==> src/rtl/clk_div_multi.sv <==
// Multi-channel programmable clock divider: each channel produces a 50%-duty
// clock, a rising-edge tick strobe, and accepts glitch-free half-period updates.
module clk_div_multi #(
    parameter int NCH             = 2,
    parameter int NBITS           = 32,
    parameter int REFERENCE_CLOCK = 16_000_000,
    parameter int FREQUENCY       = 153_846
) (
    input  logic                   clk,
    input  logic                   reset,
    input  logic [NCH-1:0]         en,
    input  logic                   sync,
    input  logic [NCH-1:0]         load,
    input  logic [NCH*NBITS-1:0]   div_in,
    output logic [NCH-1:0]         clk_out,
    output logic [NCH-1:0]         tick,
    output logic [NCH-1:0]         pend
);

    localparam int                DIV_RAW      = REFERENCE_CLOCK / (2 * FREQUENCY);
    localparam logic [NBITS-1:0]  DEFAULT_HALF = NBITS'((DIV_RAW < 1) ? 1 : DIV_RAW);

    for (genvar i = 0; i < NCH; i++) begin : g_ch
        logic [NBITS-1:0] cnt;
        logic [NBITS-1:0] half;
        logic [NBITS-1:0] pending;
        logic [NBITS-1:0] div_slice;
        logic [NBITS-1:0] div_sat;
        logic             out_q;
        logic             tick_q;
        logic             pend_q;
        logic             wrap;

        assign div_slice = div_in[i*NBITS +: NBITS];
        assign div_sat   = (div_slice == '0) ? NBITS'(1) : div_slice;
        assign wrap      = (cnt == half - NBITS'(1));

        // pending always mirrors half while pend_q is low, so applying it
        // unconditionally on disable/sync is the same as applying only when pending.
        always_ff @(posedge clk or negedge reset) begin
            if (!reset) begin
                cnt     <= '0;
                half    <= DEFAULT_HALF;
                pending <= DEFAULT_HALF;
                out_q   <= 1'b0;
                tick_q  <= 1'b0;
                pend_q  <= 1'b0;
            end else if (!en[i] || sync) begin
                cnt     <= '0;
                out_q   <= 1'b0;
                tick_q  <= 1'b0;
                pend_q  <= 1'b0;
                half    <= load[i] ? div_sat : pending;
                pending <= load[i] ? div_sat : pending;
            end else if (wrap) begin
                cnt    <= '0;
                out_q  <= ~out_q;
                tick_q <= ~out_q;
                pend_q <= 1'b0;
                if (load[i]) begin
                    half    <= div_sat;
                    pending <= div_sat;
                end else if (pend_q) begin
                    half <= pending;
                end
            end else begin
                cnt    <= cnt + NBITS'(1);
                tick_q <= 1'b0;
                if (load[i]) begin
                    pending <= div_sat;
                    pend_q  <= 1'b1;
                end
            end
        end

        assign clk_out[i] = out_q;
        assign tick[i]    = tick_q;
        assign pend[i]    = pend_q;
    end

endmodule

==> config.mk <==
export PLATFORM = sky130hd
export DESIGN_NAME = clk_div_multi
export DESIGN_NICKNAME = d
export VERILOG_FILES = /design/src/rtl/clk_div_multi.sv
export SDC_FILE = /design/constraint.sdc
export NUM_CORES = 1
export LEC_CHECK = 0
export ABC_CLOCK_PERIOD_IN_PS = 4300
export CAP_MARGIN = 5
export CORE_MARGIN = 2
export CORE_UTILIZATION = 42
export DETAILED_ROUTE_END_ITERATION = 8
export GPL_ROUTABILITY_DRIVEN = 0
export PLACE_DENSITY = 0.61
export SYNTH_ARGS = -nofsm -noshare
export SYNTH_HDL_FRONTEND = slang
export SYNTH_SLANG_ARGS = --single-unit
==> constraint.sdc <==
create_clock -name clk -period 4.3 [get_ports clk]
set_input_delay 1.29 -clock clk [delete_from_list [all_inputs] [get_ports clk]]
set_output_delay 1.29 -clock clk [all_outputs]
set_load 0.05 [all_outputs]
==> results by group <==
Placed design
  • I/O Buffers: 76
  • Pre-CTS setup slack: 0.187 ns
  • HPWL after DPL: 20.2 mm

STA
  • Hold Fails Final Rpt: 0
  • Worst rel slew slack: 47.2%
  • Slew at the pin with the worst max-slew slack: 0.785 ns
  • WHS: 0.499 ns
  • Setup ws final: 0.211 ns
  • Final min period: 4.09 ns
  • RSZ-0062 raised after global routing: false
  • Slew Limit Fails: 0
  • Worst Skew: 0.0168 ns
  • Setup Total Neg Slack: 0 ns
  • Peak Freq: 245 MHz
  • Final setup violation count: 0
  • Tcrit/Tclk final: 95.1%

Critical path
  • Worst stage delay on the critical path: 0.75 ns
  • Critical Path Slowest Stage Cell: or4_2
  • Worst setup EP type: flip-flop
  • Worst r2r src: g_ch[0].half[0]$_DFFE_PN0P_
  • Crit path max-delay family: simple AND/OR/NAND/NOR gates
  • R2R Setup Slk: 0.21 ns
  • Worst path bufs/invs: 1
  • CP cell instances: nor4_2 > and4_1 > nand3_2 > o41a_1 > or4b_1 > or4_2 > buf_12 > nor4_1 > a211oi_1
  • Setup CP Type: flip-flop to flip-flop
  • Critical Path Start Type: flip-flop
  • Crit path max fanout: 64
  • CP Data Required Time: 4.60 ns
  • Worst EP arrival: 4.39 ns
  • Reg2reg path depth: 9
  • Reg2reg end: g_ch[0].half[27]$_DFFE_PN0P_

Layout
  • Antenna fix cells: 0
  • Layout area overhead: 15.9%
  • Final nets: 1,280
  • Layout cells sized above 1: 17.4%
  • # fillers: 2,472

CTS
  • # clock sinks: 198
  • CTS Buffer Depth: 2
  • Clock buffer count from CTS: 17
  • Clock slew at reported path FFs: 0.09 ns
  • Root buf cell: clkbuf_16
  • Post CTS Setup Buffer Count: 0
  • H-tree lvl count: 4
  • CTS tree: built
  • Clock Latency Late Sink: 0.45 ns

Routing
  • ANT nets after route: 0
  • Residual DRC: 0
  • DR iter-0 viols: 677
  • Vias/cell: 5.69
  • WL final: 28.1 mm
  • Vias post-DR: 8,877
  • Avg WL per Cell: 18.0 um
  • Drt first pass iters: 5

Synth
  • Synth Instances: 1,155
  • Cell variety after synth: 78
  • Register area share after synthesis: 43.3%
  • Area contributors post-synth: dfrtp_1 (41%), mux2_2 (9.3%), xnor2_1 (5.5%)
  • Post-synth EDFFs: 0
  • Syn avg cell area: 9.93 um2
  • Mapped Area: 11,500 um2
  • Seq cells post-synth: 198
  • Top-count cell post-synth: dfrtp_1
  • Yosys top cell by area: dfrtp_1
  • Post-Syn Nets: 1,230
  • Ys async rst share: 100%
  • Yosys warns: 0
  • Post-synth top cells: dfrtp_1 (186), nor2_1 (156), mux2_2 (95), xnor2_1 (72), xor2_1 (63)
  • Synth top area share: 40.6%
  • Main synth FF type: dfrtp_1

Floorplan
  • Core area: 26,900 um2
  • I/O pin total: 77
  • Chip width: 169 um
  • Die Span Y: 169 um
  • Die area: 28,600 um2
  • Row count: 60
  • Starting Density: 42.7%

Power and ir drop
  • P_sw: 1540 uW
  • Seq pwr share: 46.1%
  • Clock share of power: 35.5%
  • Sw Share: 32.2%
  • Pwr dens: 361 nW/um2
  • P_leak: 0.00514 uW
  • VDD IR max: 0.279 mV
  • Power, Total: 4800 uW
  • P_int: 3250 uW
  • Combinational share of power: 18.3%

Global routing
  • Gr ovfl total: 0
  • Vias in the first global route: 8,644
  • Initial antenna violation count: 0
  • Gr usage total: 19.8%
  • Maximum number of pins on one net before global-route repair: 77
  • First-pass GRT wire length: 45.6 mm

Hold path
  • Min-Delay Path Depth: 1
  • Hold Crit Start: g_ch[1].pending[28]$_DFF_PN0_
  • Hold endpoint: g_ch[1].pending[28]$_DFF_PN0_
  • Hold Crit Class: flip-flop to flip-flop

Flow run
  • Max_cap viols: 0

Status
  • Status: complete, no violations
worst reg2reg max path, stage by stage, from the launching register on:
cell and delay, ns:
dfrtp_1 0.47, nor4_2 0.49, and4_1 0.41, nand3_2 0.16, o41a_1 0.48, or4b_1 0.54
or4_2 0.75, buf_12 0.25, nor4_1 0.33, a211oi_1 0.08
routing by layer:
| layer | GRT usage [%] | share of wire [%] | up-vias | wire, um |
|---|---|---|---|---|
| li1 | - | - | 4316 | - |
| met1 | 27.0 | 47 | 4357 | 13100 |
| met2 | 33.3 | 49 | 185 | 13700 |
| met3 | 3.15 | 3.5 | 19 | 978 |
| met4 | 4.53 | 1.1 | 0 | 310 |
| met5 | 0 | 0 | - | 0 |
cells in the final DEF, fill, tap and decap left out, drive strengths merged, types with 3 or more instances in the layout:
cell           count
nor2             156
clkinv             6
mux2              95
o31ai              4
nor4              74
nand4b             5
dfrtp            186
and4               7
nand4             22
nand3b             3
nand3             27
ha                 4
o211ai             4
nor3b              5
buf               30
o32ai              3
nor3              31
xor2              63
nor2b              7
and2               4
clkdlybuf4s50     75
or3b               3
xnor2             72
clkbuf            18
a211oi            37
a21o              34
inv               26
or3               17
nor4b              4
o22ai             34
mux2i              6
or4               14
nand2             41
o21ai             15
dfstp             12
or2                6
a21oi              9
and3              15
nand2b             9
flip-flops by register name (all words and copies together), names as in the netlist:
name and count:
g_ch.half 64, g_ch.tick_q 2, g_ch.out_q 2, g_ch.pending 64
g_ch.pend_q 2, g_ch.cnt 64
metrics by stage:
stage	cell area, um2	std cells	utilization (%)
detailed placement	12600	1527	47.0
floorplan	11500	1155	-
global route	13300	1559	49.5
CTS	13300	1559	49.4
finish	13300	1559	49.5
global placement	12600	1527	47.0
power by group through the flow:
stage | clock [uW] | combinational [uW] | sequential, uW
after floorplan | 0 | 644 | 2150
after global placement | 0 | 857 | 2240
after detailed placement | 0 | 875 | 2240
after CTS | 1740 | 880 | 2210
after global routing | 1820 | 967 | 2240
final | 1710 | 880 | 2210
worst max-delay path by stage:
stage | startpoint | end | slack [ns] | cells after the start
after global routing | g_ch[0].half[0]$_DFFE_PN0P_ | g_ch[0].half[0]$_DFFE_PN0P_ | 0.006 | 11
after CTS | g_ch[0].half[0]$_DFFE_PN0P_ | g_ch[0].half[27]$_DFFE_PN0P_ | 0.15 | 11
after detailed placement | g_ch[0].half[0]$_DFFE_PN0P_ | g_ch[0].half[27]$_DFFE_PN0P_ | 0.19 | 11
after global placement | g_ch[0].half[0]$_DFFE_PN0P_ | g_ch[0].half[31]$_DFFE_PN0P_ | 0.32 | 11
after floorplan | g_ch[0].half[0]$_DFFE_PN0P_ | g_ch[0].half[13]$_DFFE_PN0P_ | 0.57 | 15
final | g_ch[0].half[0]$_DFFE_PN0P_ | g_ch[0].half[27]$_DFFE_PN0P_ | 0.21 | 9
cell families (layout without fill, tap and decap cells):
kind of cell    count (synthesis)  after routing  synth area share [%]
compound gates                169            169                  10.6
xor+xnor                      135            135                  10.3
fa+ha+maj                       4              4                 0.436
buf+inv                        92            155                  3.56
flops                         198            198                  43.3
mux                           101            101                  9.85
simple gates                  456            456                  21.9
final cells by class:
type / count / area, um2 / share of cell area, %
inverters: 17 / 63.8 / 0.480
flip-flops and latches: 198 / 4970 / 37.4
clock inverters: 15 / 206 / 1.55
repair buffers: 106 / 1050 / 7.92
clock buffers: 17 / 425 / 3.20
well taps: 341 / 427 / 3.21
multi-input cells: 865 / 6150 / 46.2
repair_timing:
action	4_1_cts	5_1_grt
hold buffers	0	0
gates resized for setup	0	5
setup endpoints to repair	0	31
Note: power is estimated with default switching activity, not from simulation.
